**config.mk**
```make
export PLATFORM = sky130hd
export DESIGN_NAME = flag_unit
export DESIGN_NICKNAME = d
export VERILOG_FILES = /design/src/rtl/flag_unit_pkg.sv /design/src/rtl/flag_unit_flag_calc.sv /design/src/rtl/flag_unit.sv
export SDC_FILE = /design/constraint.sdc
export NUM_CORES = 1
export LEC_CHECK = 0
export ABC_AREA = 1
export BUFFER_PORTS_ARGS = -buffer_cell sky130_fd_sc_hd__clkbuf_2
export CAP_MARGIN = 10
export CORE_MARGIN = 2
export CORE_UTILIZATION = 28
export DETAILED_ROUTE_END_ITERATION = 10
export PLACE_DENSITY = 0.76
export SLEW_MARGIN = 20
export SYNTH_ARGS = -nofsm -noshare
export SYNTH_HDL_FRONTEND = slang
export SYNTH_SLANG_ARGS = --single-unit
```
**constraint.sdc**
```tcl
create_clock -name clk -period 1.1 [get_ports clk]
set_clock_uncertainty 0.15 [all_clocks]
set_input_delay 0 -clock clk [delete_from_list [all_inputs] [get_ports clk]]
set_output_delay 0 -clock clk [all_outputs]
set_load 0.02 [all_outputs]
```
**src/rtl/flag_unit_pkg.sv**
```systemverilog
// Shared encodings for the {N,Z,V} condition-flag path: ALU op codes and flag bit positions.
package flag_unit_pkg;

    typedef enum logic [1:0] {
        AluAdd   = 2'd0,
        AluSub   = 2'd1,
        AluLogic = 2'd2,
        AluShift = 2'd3
    } alu_op_e;

    localparam int unsigned FlagN = 2;
    localparam int unsigned FlagZ = 1;
    localparam int unsigned FlagV = 0;

endpackage

```
**src/rtl/flag_unit_flag_calc.sv**
```systemverilog
// Combinational {N,Z,V} computation from an EX-stage ALU result and its operands.
module flag_calc
    import flag_unit_pkg::*;
#(
    parameter int unsigned WIDTH = 16
) (
    input  logic [1:0]       op,
    input  logic [WIDTH-1:0] a,
    input  logic [WIDTH-1:0] b,
    input  logic [WIDTH-1:0] r,
    input  logic             prev_v,
    output logic [2:0]       nzv
);

    logic a_msb, b_msb, r_msb;
    logic overflow_unused;

    assign a_msb = a[WIDTH-1];
    assign b_msb = b[WIDTH-1];
    assign r_msb = r[WIDTH-1];
    // Only operand sign bits matter for overflow.
    assign overflow_unused = ^{a[WIDTH-2:0], b[WIDTH-2:0]};

    always_comb begin
        nzv        = '0;
        nzv[FlagN] = r_msb;
        nzv[FlagZ] = (r == '0);
        unique case (alu_op_e'(op))
            AluAdd:   nzv[FlagV] = (a_msb == b_msb) & (r_msb != a_msb);
            AluSub:   nzv[FlagV] = (a_msb != b_msb) & (r_msb != a_msb);
            AluLogic,
            AluShift: nzv[FlagV] = prev_v;
            default:  nzv[FlagV] = prev_v;
        endcase
    end

endmodule

```
**src/rtl/flag_unit.sv**
```systemverilog
// Flag producer: computes EX flags, holds one pending update, commits it, forwards youngest flags.
module flag_unit
    import flag_unit_pkg::*;
#(
    parameter int unsigned WIDTH = 16
) (
    input  logic             clk,
    input  logic             rst_n,
    input  logic             ex_valid,
    input  logic             ex_setFlags,
    input  logic [1:0]       ex_aluOp,
    input  logic [WIDTH-1:0] ex_a,
    input  logic [WIDTH-1:0] ex_b,
    input  logic [WIDTH-1:0] ex_result,
    input  logic             stall,
    input  logic             flush,
    output logic [2:0]       flags,
    output logic [2:0]       archFlags,
    output logic             flagsPending,
    output logic             flagHazard
);

    logic [2:0] arch_q;
    logic [2:0] pend_q;
    logic       pend_valid_q;
    logic [2:0] calc_nzv;
    logic       capture;

    assign flags        = pend_valid_q ? pend_q : arch_q;
    assign archFlags    = arch_q;
    assign flagsPending = pend_valid_q;
    assign flagHazard   = ex_valid & ex_setFlags;
    assign capture      = ex_valid & ex_setFlags & ~stall & ~flush;

    // V retain source is the forwarded view so a pending ADD/SUB overflow survives.
    flag_calc #(
        .WIDTH (WIDTH)
    ) u_flag_calc (
        .op     (ex_aluOp),
        .a      (ex_a),
        .b      (ex_b),
        .r      (ex_result),
        .prev_v (flags[FlagV]),
        .nzv    (calc_nzv)
    );

    always_ff @(posedge clk or negedge rst_n) begin
        if (!rst_n) begin
            arch_q       <= 3'b000;
            pend_q       <= 3'b000;
            pend_valid_q <= 1'b0;
        end else if (flush) begin
            // Squash the pending entry without committing it.
            pend_valid_q <= 1'b0;
        end else if (!stall) begin
            if (pend_valid_q) begin
                arch_q <= pend_q;
            end
            pend_valid_q <= capture;
            if (capture) begin
                pend_q <= calc_nzv;
            end
        end
    end

endmodule

```
==> results.md <==
* I/O Buffers at 33
* First-pass GRT wire length at about 2800 um
* Least-Margin Pin Slew at approximately 180 ps
* Cell count after placement at 113
* CTS H-Tree Depth at 1
* Total grt overflow at 0
* Die width at 43.7 um
* Clock slew at reported path FFs at 50 ps
* Vias in the first global route at 681
* All-Layer GR Usage at 0.205
* Fin Hold WS at -58.6 ps
* Post-route insts no fill at 135
* Yosys reg bits at 7
* Fmax at 0.808 GHz
* Clock period minus worst slack at about 1200 ps
* WL/cell at 11.8 um
* Worst-path fanout max at 7
* Worst-Skew Late Latency at 250 ps
* Static Leak at 0.477 nW
* Synth top area share at 0.397
* Status: complete, but fails checks
* PD cells at 1060 nW/um2
* Cell Area, Placed at 628 um2
* Total vias in the final route at 619
* Final instance area at around 960 um2
* Max_cap viols at 0
* CTS tree: yes
* Kind of critical path: register to register
* Clock buffer depth at 2
* First-pass DRT Iterations at 4
* Post-Syn Area at 442 um2
* Failing checks: negative hold slack, negative setup slack
* CP peak stage delay at around 450 ps
* Largest net degree at the start of global routing at 9
* Post-Synthesis Net Count at 121
* Antenna Cells at 0
* Area Overhead vs Synth at 116%
* Endpoints failing hold at 4
* Nets at 176
* HP Class: primary input to register
* RSZ-0062 raised after global routing: true
* Die Ht at 43.7 um
* Register area share after synthesis at 0.397
* Final setup violation count at 8
* Critical path's most frequent cell: a21oi_2
* Mapped Cells at 65
* VDD IR max at 0.000409 V
* Synth top area cells: dfrtp_1, nand2_1, inv_1, nor2_1, o21ai_0
* Drt total wl at 1590 um
* DP HPWL at about 860 um
* Synth warnings at 0
* Syn avg cell area at 6.79 um2
* Post-synth cell types at 15
* Ports at 64
* Number of buffers and inverters on the critical path at 2
* Post-layout utilization of the core at 0.642
* Delay-heaviest family, CP: flip-flops
* RePlAce Congestion at 0.728
* CTS root buffer: clkbuf_4
* Core area at 1490 um2
* Setup crit start kind: register
* Final max-slew violation count at 0
* CP required at 1090 ps
* Worst Setup Slack, final at -138 ps
* Final ANT Viol Nets at 0
* Site Rows at 14
* Residual DRC at 0
* Tcrit/Tclk final at 1.13
* Crit end category: register
* Num CTS Buffers at 3
* Leading area contributor after synthesis: dfrtp_1
* Relative slew slack at 0.878
* Critical path arrival at 1230 ps
* CP max stage cell: dfrtp_2
* Worst path cell trace: inv_2, nand2_2, nand2_4, buf_6, a21oi_2, a21oi_2
* Layout cell share with drive strength beyond 1 at 0.395
* Full die area at approximately 1900 um2
* Initial antenna violation count at 0
* Clock sink total at 7
* Vias per std cell at 4.59
* Initial DRC Count at 8
* Starting Density at 0.297
[worst min-delay path, stage by stage]
cell and delay (ps):
clkbuf_2 110, nor2_4 50, nor2_1 90, a31oi_1 50
[registers in the layout, indices dropped and copies added (netlist names)]
register	count
archFlags	3
pend_q	3
flagsPending	1
[metal layers]
layer / global-route usage / wire (um) / vias up
met3: 0.0833 / 175 / 2
met1: 0.236 / 620 / 271
met5: 0 / 0 / -
met4: 0.109 / 14 / 0
li1: - / - / 313
met2: 0.324 / 781 / 33
[per-stage QoR]
stage | setup WS (ps) | TNS, ps | hold slack, ps | power [mW]
detailed placement | 5.46 | 0 | -304 | 0.613
floorplan | -29.8 | -59.6 | -446 | 0.504
finish | -138 | -494 | -58.6 | 1.01
global placement | 38.1 | 0 | -311 | 0.602
CTS | -136 | -502 | 168 | 0.992
global route | -192 | -904 | -46.3 | 1.07
[cell families (layout without fill, tap and decap cells)]
kind of cell	count (synthesis)	after routing	synth area share
compound gates	11	11	0.142
simple gates	35	35	0.351
buf+inv	12	66	0.110
flops	7	7	0.397
[area by class of cell]
cell class / instances / area [um2]
Inverter: 11 / 41.3
Tap cell: 16 / 20.0
Sequential cell: 7 / 176
Timing Repair Buffer: 51 / 427
Clock buffer: 4 / 26.3
Multi-Input combinational cell: 46 / 265
Fill cell: 122 / 533
[path summary, 6_finish.rpt]
check	endpoint	from	slack (ps)	cells past startpoint
max in group asynchronous	flagsPending$_DFFE_PN0P_	rst_n	120	3
min in group asynchronous	archFlags[1]$_DFFE_PN0P_	rst_n	500	3
setup reg to reg	pend_q[0]$_DFFE_PN0P_	flagsPending$_DFFE_PN0P_	-140	6
setup / recovery	pend_q[0]$_DFFE_PN0P_	flagsPending$_DFFE_PN0P_	-140	6
hold reg to reg	pend_q[1]$_DFFE_PN0P_	pend_q[1]$_DFFE_PN0P_	370	2
hold / removal	archFlags[0]$_DFFE_PN0P_	flush	-60	4
[Yosys cell counts]
library cell / count
nand2_1: 18
inv_1: 11
nor2_1: 10
dfrtp_1: 7
o21ai_0: 4
nand3_1: 3
a21oi_1: 2
nand2_2: 2
o21ai_1: 2
a21oi_2: 1
a31oi_1: 1
buf_4: 1
nand2_4: 1
nor2_4: 1
o31ai_1: 1
[power breakdown]
group | internal, mW | switching (mW)
clock network | 0.139 | 0.100
registers | 0.298 | 0.0318
logic | 0.231 | 0.214
[timing repair]
item,in CTS,in global routing
pin swaps,3,15
buffers inserted,3,1
gates resized for setup,7,14
endpoints found under the setup margin,4,10
hold buffers,26,2
hold endpoints to repair,14,2
[cell usage in the layout, fill, tap and decap left out]
cell and count:
buf_8 1, inv_1 9, nor2_2 6, nand2_2 2
o21ai_1 2, buf_4 3, a31oi_1 1, nor2_4 1
dlygate4sd3_1 26, a21oi_1 1, o21ai_0 2, o31ai_4 1
clkbuf_1 1, o21ai_2 2, nand2_4 2, nand3_1 3
a21oi_2 2, dfrtp_1 6, dfrtp_2 1, buf_6 1
nor2_1 4, nand2_1 17, clkbuf_4 3, clkbuf_8 2
inv_2 2, clkbuf_2 18
(Power assumes the default switching activity.)
